===== src/rtl/mem_arb_defs_pkg.sv =====
// rtl/mem_arb_defs_pkg.sv - shared encodings and constants for the memory port arbiter
package mem_arb_defs;

  // Top-level sequencing: LOAD while the boot loader owns the port, RUN afterwards.
  typedef enum logic {
    ST_LOAD = 1'b0,
    ST_RUN  = 1'b1
  } arb_state_t;

  // Which requester the read data returning next cycle belongs to.
  typedef enum logic [1:0] {
    OWN_NONE  = 2'd0,
    OWN_FETCH = 2'd1,
    OWN_DATA  = 2'd2
  } owner_t;

  // Load address of the boot image.
  localparam logic [31:0] BOOT_BASE = 32'h8002_0000;

  // Width of the fetch starvation counter; holds limits up to 15.
  localparam int CNT_W = 4;

endpackage


===== src/rtl/mem_arb_prio.sv =====
// rtl/mem_arb_prio.sv - combinational fixed-priority grant with fetch starvation guard
module mem_arb_prio
  import mem_arb_defs::*;
#(
  parameter int STARVE_LIMIT = 4
) (
  input  arb_state_t       i_state,
  input  logic             i_fetch_req,
  input  logic             i_data_req,
  input  logic [CNT_W-1:0] i_starve_cnt,
  output logic             o_fetch_gnt,
  output logic             o_data_gnt
);

  localparam logic [CNT_W-1:0] LIMIT = CNT_W'(STARVE_LIMIT);

  // Data wins a conflict unless fetch has already lost LIMIT times in a row.
  always_comb begin
    o_fetch_gnt = 1'b0;
    o_data_gnt  = 1'b0;
    if (i_state == ST_RUN) begin
      if (i_fetch_req && i_data_req) begin
        if (i_starve_cnt >= LIMIT) begin
          o_fetch_gnt = 1'b1;
        end else begin
          o_data_gnt = 1'b1;
        end
      end else begin
        o_fetch_gnt = i_fetch_req;
        o_data_gnt  = i_data_req;
      end
    end
  end

endmodule


===== src/rtl/mem_port_arbiter.sv =====
// rtl/mem_port_arbiter.sv - shares one mem_controller port between loader, fetch and data stage
module mem_port_arbiter
  import mem_arb_defs::*;
#(
  parameter int ADDR_W       = 32,
  parameter int DATA_W       = 32,
  parameter int STARVE_LIMIT = 4
) (
  input  logic              i_clock,
  input  logic              i_reset,
  input  logic [0:ADDR_W-1] i_load_addr,
  input  logic              i_load_wren,
  input  logic [0:DATA_W-1] i_load_wdata,
  input  logic              i_load_done,
  input  logic              i_fetch_req,
  input  logic [0:ADDR_W-1] i_fetch_addr,
  output logic              o_fetch_gnt,
  output logic              o_fetch_stall,
  output logic              o_fetch_rvalid,
  output logic [0:DATA_W-1] o_fetch_rdata,
  input  logic              i_data_req,
  input  logic              i_data_wren,
  input  logic [0:ADDR_W-1] i_data_addr,
  input  logic [0:DATA_W-1] i_data_wdata,
  output logic              o_data_gnt,
  output logic              o_data_rvalid,
  output logic [0:DATA_W-1] o_data_rdata,
  output logic [0:ADDR_W-1] o_mem_address,
  output logic              o_mem_wren,
  output logic [0:DATA_W-1] o_mem_data_in,
  input  logic [0:DATA_W-1] i_mem_data_out
);

  localparam logic [CNT_W-1:0] LIMIT = CNT_W'(STARVE_LIMIT);

  arb_state_t        r_state;
  arb_state_t        w_state_nxt;
  logic [CNT_W-1:0]  r_starve_cnt;
  logic [CNT_W-1:0]  w_starve_nxt;
  owner_t            r_owner;
  owner_t            w_owner_nxt;
  logic [0:DATA_W-1] r_fetch_rdata;
  logic [0:DATA_W-1] r_data_rdata;
  logic              w_fetch_gnt;
  logic              w_data_gnt;

  mem_arb_prio #(
    .STARVE_LIMIT(STARVE_LIMIT)
  ) u_prio (
    .i_state     (r_state),
    .i_fetch_req (i_fetch_req),
    .i_data_req  (i_data_req),
    .i_starve_cnt(r_starve_cnt),
    .o_fetch_gnt (w_fetch_gnt),
    .o_data_gnt  (w_data_gnt)
  );

  assign o_fetch_gnt   = w_fetch_gnt;
  assign o_data_gnt    = w_data_gnt;
  assign o_fetch_stall = (r_state == ST_LOAD) | (i_fetch_req & ~w_fetch_gnt);

  // State register: LOAD until the loader signals done, then RUN until reset.
  always_ff @(posedge i_clock or posedge i_reset) begin
    if (i_reset) begin
      r_state <= ST_LOAD;
    end else begin
      r_state <= w_state_nxt;
    end
  end

  // Next state: load_done only matters while still loading.
  always_comb begin
    w_state_nxt = r_state;
    if (r_state == ST_LOAD && i_load_done) begin
      w_state_nxt = ST_RUN;
    end
  end

  // Port mux: loader owns the port in LOAD; otherwise the granted requester, else idle zeros.
  always_comb begin
    o_mem_address = '0;
    o_mem_wren    = 1'b0;
    o_mem_data_in = '0;
    if (r_state == ST_LOAD) begin
      o_mem_address = i_load_addr;
      o_mem_wren    = i_load_wren;
      o_mem_data_in = i_load_wdata;
    end else if (w_data_gnt) begin
      o_mem_address = i_data_addr;
      o_mem_wren    = i_data_wren;
      o_mem_data_in = i_data_wdata;
    end else if (w_fetch_gnt) begin
      o_mem_address = i_fetch_addr;
    end
  end

  // Starvation count: consecutive cycles fetch waited behind data, saturating at the limit.
  always_comb begin
    w_starve_nxt = r_starve_cnt;
    if (w_fetch_gnt || !i_fetch_req) begin
      w_starve_nxt = '0;
    end else if (w_data_gnt && (r_starve_cnt < LIMIT)) begin
      w_starve_nxt = r_starve_cnt + 1'b1;
    end
  end

  // Remember who issued this cycle's read so next cycle's data is routed back to it.
  always_comb begin
    w_owner_nxt = OWN_NONE;
    if (w_data_gnt && !i_data_wren) begin
      w_owner_nxt = OWN_DATA;
    end else if (w_fetch_gnt) begin
      w_owner_nxt = OWN_FETCH;
    end
  end

  // Counter and response-owner registers; reset drops any read still in flight.
  always_ff @(posedge i_clock or posedge i_reset) begin
    if (i_reset) begin
      r_starve_cnt <= '0;
      r_owner      <= OWN_NONE;
    end else begin
      r_starve_cnt <= w_starve_nxt;
      r_owner      <= w_owner_nxt;
    end
  end

  // Hold registers keep each requester's last word while the other side is served.
  always_ff @(posedge i_clock or posedge i_reset) begin
    if (i_reset) begin
      r_fetch_rdata <= '0;
      r_data_rdata  <= '0;
    end else begin
      if (r_owner == OWN_FETCH) begin
        r_fetch_rdata <= i_mem_data_out;
      end
      if (r_owner == OWN_DATA) begin
        r_data_rdata <= i_mem_data_out;
      end
    end
  end

  // Response outputs: the owning side sees the memory word directly in its response cycle.
  always_comb begin
    o_fetch_rvalid = (r_owner == OWN_FETCH);
    o_data_rvalid  = (r_owner == OWN_DATA);
    o_fetch_rdata  = o_fetch_rvalid ? i_mem_data_out : r_fetch_rdata;
    o_data_rdata   = o_data_rvalid  ? i_mem_data_out : r_data_rdata;
  end

endmodule

===== config.mk =====
export PLATFORM = sky130hd
export DESIGN_NAME = mem_port_arbiter
export DESIGN_NICKNAME = d
export VERILOG_FILES = /design/src/rtl/mem_arb_defs_pkg.sv /design/src/rtl/mem_arb_prio.sv /design/src/rtl/mem_port_arbiter.sv
export SDC_FILE = /design/constraint.sdc
export NUM_CORES = 1
export LEC_CHECK = 0
export CORE_AREA = 2 2 131 133
export DETAILED_ROUTE_END_ITERATION = 8
export DIE_AREA = 0 0 133 135
export PLACE_DENSITY_LB_ADDON = 0.1
export SLEW_MARGIN = 20
export SYNTH_ARGS = -nofsm -noshare
export SYNTH_HDL_FRONTEND = slang
export SYNTH_SLANG_ARGS = --single-unit

===== constraint.sdc =====
create_clock -name i_clock -period 3.3 [get_ports i_clock]
set_input_delay 0.66 -clock i_clock [delete_from_list [all_inputs] [get_ports i_clock]]
set_output_delay 0.66 -clock i_clock [all_outputs]
set_load 0.05 [all_outputs]

==> results of run 1 <==
==> power breakdown <==
group          total (mW)  switching [mW]  internal [mW]
combinational        1.87            1.06          0.812
sequential           1.05          0.0350           1.02
clock               0.922           0.344          0.578
total                3.84            1.44           2.41
==> flip-flops by register name, summed over array words and instances, names as in the netlist <==
register and flops:
r_owner 2, r_fetch_rdata 32, r_state 1, r_starve_cnt 4, r_data_rdata 32
==> cell families after synthesis <==
family | count (synthesis)
flip-flops | 71
AO/OA/AOI/OAI | 69
multiplexers | 64
AND/OR/NAND/NOR | 51
buffers and inverters | 29
adder cells (fa/ha/maj) | 1
==> layout make-up <==
class,count,area [sq um]
sequential,71,1780
fill,1437,8250
multi-input combinational,185,1700
clock buffer,9,225
inverter,3,11.3
clock inverter,6,61.3
antenna,1,2.50
timing repair buffer,339,4110
tap,220,275
==> critical path: stages <==
cell	delay [ns]
clkdlybuf4s50_1	0.59
o21ai_1	0.10
and3_2	0.25
buf_4	0.26
a221o_1	0.44
buf_12	0.17
==> metrics by stage <==
step | util [%] | setup WS, ns | cell area [sq um]
6_report | 49.7 | 0.167 | 8160
5_1_grt | 49.7 | 0.126 | 8160
4_1_cts | 49.7 | 0.182 | 8160
3_5_place_dp | 48.0 | 0.198 | 7870
3_3_place_gp | 48.0 | 0.234 | 7870
2_1_floorplan | - | 0.762 | 3650
==> path summary, 6_finish.rpt <==
check | to | slack (ns) | startpoint | cells past startpoint
worst min-delay path | r_fetch_rdata[5] | 0.49 | r_fetch_rdata[5] | 1
worst min register to register | r_fetch_rdata[5] | 0.49 | r_fetch_rdata[5] | 1
worst max register to register | r_owner[1] | 1.91 | r_starve_cnt[2] | 4
max in group asynchronous | r_fetch_rdata[20] | 2.26 | i_reset | 3
worst max-delay path | o_mem_address[8] | 0.17 | i_fetch_req | 6
min in group asynchronous | r_fetch_rdata[4] | 0.73 | i_reset | 3
==> layer usage <==
layer | vias to the layer above | wire length (microns)
li1 | 1729 | -
met1 | 1757 | 6190
met2 | 209 | 8450
met3 | 36 | 1470
met4 | 4 | 742
met5 | - | 24
==> cell usage in the layout, fill, tap and decap left out, drive strengths merged, types with 2 or more instances in the layout <==
cell type	n
clkinv	3
mux2	64
nand2	6
clkdlybuf4s50	264
a22o	33
nor2b	22
inv	4
a221o	32
and2b	12
a21boi	3
clkbuf	9
dfrtp	71
buf	75
and3	2
nor2	3
==> flow_summary.yaml, run 1 <==
status:
  status: "finished, final reports clean"
power_and_ir_drop:
  power.density_mw_per_mm2: 471
  total_power_mw: 3.84
  leakagePower_nw: 3.37
  vdd_drop_max_mv: 0.275
place:
  portBuffers: 332
  place_congestion: 0.982
  place_inst: 818
  post-dp-hpwl_mm: 14.2
clock_tree:
  numCtsBuffers: 9
  ctsResizeCount: 0
  cts_tree: "done"
  htree_levels: 3
  cts.sinks: 71
  cts_buffer_depth: 2
  clkTransAtPathRegs_ns: 0.05
  clk_root_buffer_cell: "clkbuf_16"
  clock_latency_ns: 0.32
  cts_hold_buf: 0
  post_cts_buffers: 0
sta:
  worst_hold_slack_ns: 0.487
  final_hold_viol_count: 0
  rsz0062_at_grt: "no"
  setup_tns_ns: 0
  setup_viol: 0
  slew_headroom_pct: 60.7
  period_needed_ns: 3.13
  max_freq_mhz: 319
  fin_crit_sh_pct: 94.9
  worstMarginPinSlew_ns: 0.588
  drv_slew: 0
  fin_skew_ns: 0.00366
global_route:
  met3_usage_pct: 7.28
  antenna_found_initial: 3
  grt_pass1_vias: 3973
  busiest_layer: "met2"
  grt_pass1_wl_mm: 24.2
  met2_usage_pct: 31.8
  grt_max_degree: 72
  grt-ovfl-total: 0
  track_usage_pct: 18.4
  met1_usage_pct: 19.9
worst_setup_path:
  endpoint_kind: "primary output"
  setup.worst_path.class: "in -> out"
  worstPathArrival_ns: 2.47
  required_ns: 2.64
  worstPathMaxFanout: 32
  cp-start-kind: "input pin"
synth:
  synth-edff-count: 0
  synth_xor_area_share_pct: 0
  muxShareOfSynthArea_pct: 19.8
  post-synth-top-count-cell: "dfrtp_1"
  syn_avg_cell_area_sq_um: 12.8
  syn-num-nets: 485
  synth_area_leader_cell: "dfrtp_1"
  synth_cells: 285
  ys_ff_latch: 71
  synth_top_family_by_area: "multiplexers"
  synth.area.top_cells: "dfrtp_1 (49%), mux2_2 (15%), a221o_1 (8.8%), a22o_1 (7.9%), mux2_1 (4.9%)"
  synth_flop_cell: "dfrtp_1"
  async_flop_share_pct: 100
  seq_area_frac_synth_pct: 48.7
  synth_compound_area_share_pct: 17.5
  synthAdderAreaFrac_pct: 0.343
  ys_types: 26
  ys_warn_count: 0
  synth_top_area_share_pct: 48.7
  syn_area_sq_mm: 0.00365
  synth-simple-area-share_pct: 8.78
  synthTopCellsByCount: "dfrtp_1 (71), mux2_2 (48), a22o_1 (33)"
job:
  drv_cap: 0
die:
  core_sq_mm: 0.0164
  die_area_sq_mm: 0.0180
  placementRows: 47
  die_height_microns: 135
  io-pin-count: 333
  start_util_pct: 22.2
  die_x_microns: 133
finish:
  nets: 809
  layout-drive-gt1-share_pct: 23.8
  syn_to_final_growth_pct: 124
  stdcell_count: 834
drt:
  wire_per_inst_microns: 20.2
  postRouteAntennaNets: 0
  wirelength_mm: 16.9
  vias: 3735
  dr.first_iter.drc_count: 134
  drc_errors: 0
  viasPerCell: 4.48
  firstDrtPassIters: 6
hold_path:
  hold_class: "reg -> reg"
Note: power is estimated with default switching activity, not from simulation.
==> inputs of run 2 (changes only) <==
CTS_BUF_LIST = sky130_fd_sc_hd__clkbuf_8   (was unset)
==> flow_summary.yaml, run 2 (synthesis results as in run 1) <==
clock_tree:
  numCtsBuffers: 9
  clock_latency_ns: 0.34
  cts_hold_buf: 0
  cts.sinks: 71
  cts_buffer_depth: 2
  clk_root_buffer_cell: "clkbuf_8"
  htree_levels: 3
  ctsResizeCount: 0
  clkTransAtPathRegs_ns: 0.07
  cts_tree: "done"
  post_cts_buffers: 0
sta:
  slew_headroom_pct: 60.8
  rsz0062_at_grt: "no"
  worstMarginPinSlew_ns: 0.588
  setup_viol: 0
  max_freq_mhz: 320
  finalWorstSetupSlack_ns: 0.177
  setup_tns_ns: 0
  drv_slew: 0
  fin_skew_ns: 0.00604
  final_hold_viol_count: 0
  period_needed_ns: 3.12
  fin_crit_sh_pct: 94.6
global_route:
  grt-ovfl-total: 0
  grt_pass1_vias: 3983
  track_usage_pct: 18.3
  grt_pass1_wl_mm: 24.2
  antenna_found_initial: 3
  grt_max_degree: 72
finish:
  reg.largest.list: "r_data_rdata (32), r_fetch_rdata (32), r_starve_cnt (4)"
  fillers: 1446
  layout-drive-gt1-share_pct: 23.8
  nets: 809
  layout_commonest_cell: "clkdlybuf4s50_1"
  syn_to_final_growth_pct: 121
  layout_common_cells: "clkdlybuf4s50_1 (264), buf_12 (72), dfrtp_1 (71)"
  design_area_sq_mm: 0.00806
drt:
  postRouteAntennaNets: 0
  firstDrtPassIters: 5
  vias: 3731
  viasPerCell: 4.47
  dr.first_iter.drc_count: 133
  drc_errors: 0
  wirelength_mm: 16.9
  wire_per_inst_microns: 20.3
worst_setup_path:
  worstSetupStartpoint: "i_fetch_req"
  worstPathArrival_ns: 2.46
  setup.worst_path.class: "in -> out"
  worstPathMaxFanout: 32
  required_ns: 2.64
  cp-start-kind: "input pin"
  endpoint_kind: "primary output"
  worstReg2RegStart: "r_starve_cnt[2]"
  endpoint: "o_mem_address[3]"
  reg2reg_slack_ns: 1.91
  reg2regPathDepth: 4
  r2r-end: "r_owner[1]"
place:
  portBuffers: 332
  placed_area_sq_mm: 0.00787
  pre_cts_ws_ns: 0.198
  post-dp-hpwl_mm: 14.2
  place_congestion: 0.982
die:
  placementRows: 47
  die_height_microns: 135
  die_area_sq_mm: 0.0180
  die_x_microns: 133
  io-pin-count: 333
  core_sq_mm: 0.0164
  start_util_pct: 22.2
job:
  drv_cap: 0
status:
  status: "finished, final reports clean"
power_and_ir_drop:
  leakagePower_nw: 3.33
  vdd_drop_max_mv: 0.228
  power.density_mw_per_mm2: 444
hold_path:
  hold_class: "reg -> reg"
==> run 2: metal layers <==
metal	part of all wire, %	up-vias	GRT usage [%]
li1	-	1723	-
met1	37	1763	19.9
met2	50	208	31.7
met3	9.1	33	6.61
met4	4.3	4	9.20
met5	0.12	-	0
==> run 2: area by class of cell <==
| cell class | instances | area, sq um | share of cell area [%] |
|---|---|---|---|
| sequential | 71 | 1780 | 22.0 |
| inverter | 3 | 11.3 | 0.140 |
| antenna | 1 | 2.50 | 0.0311 |
| clock inverter | 6 | 61.3 | 0.761 |
| clock buffer | 9 | 124 | 1.54 |
| multi-input combinational | 185 | 1700 | 21.1 |
| tap | 220 | 275 | 3.42 |
| timing repair buffer | 339 | 4110 | 51.0 |
==> run 2: critical path, stage by stage <==
cell             delay (ns)
clkdlybuf4s50_1        0.58
o21ai_1                0.09
and3_2                 0.25
buf_4                  0.25
a221o_1                0.44
buf_12                 0.17
==> run 2: worst min path at each step <==
stage | from | to | cells after the start
after detailed placement | r_fetch_rdata[5] | r_fetch_rdata[5] | 1
after CTS | r_fetch_rdata[5] | r_fetch_rdata[5] | 1
after global routing | r_fetch_rdata[6] | r_fetch_rdata[6] | 1
after global placement | r_fetch_rdata[29] | r_fetch_rdata[29] | 1
after floorplan | r_starve_cnt[1] | r_starve_cnt[1] | 2
final | r_fetch_rdata[5] | r_fetch_rdata[5] | 1
==> run 2: stage by stage <==
| step | util (%) | instances | power, mW | hold WS, ns |
|---|---|---|---|---|
| after floorplan | - | 285 | 2.08 | 0.522 |
| after global placement | 48.0 | 818 | 2.93 | 0.472 |
| after detailed placement | 48.0 | 818 | 2.95 | 0.478 |
| after CTS | 49.1 | 833 | 3.63 | 0.494 |
| after global routing | 49.1 | 833 | 3.73 | 0.505 |
| final | 49.1 | 834 | 3.58 | 0.490 |
==> run 2: report_power, final <==
part           internal, mW  leakage (nW)  switching (mW)
combinational         0.812          2.39            1.06
clock                 0.343        0.0953           0.314
sequential             1.01         0.839          0.0349
total                  2.17          3.33            1.41
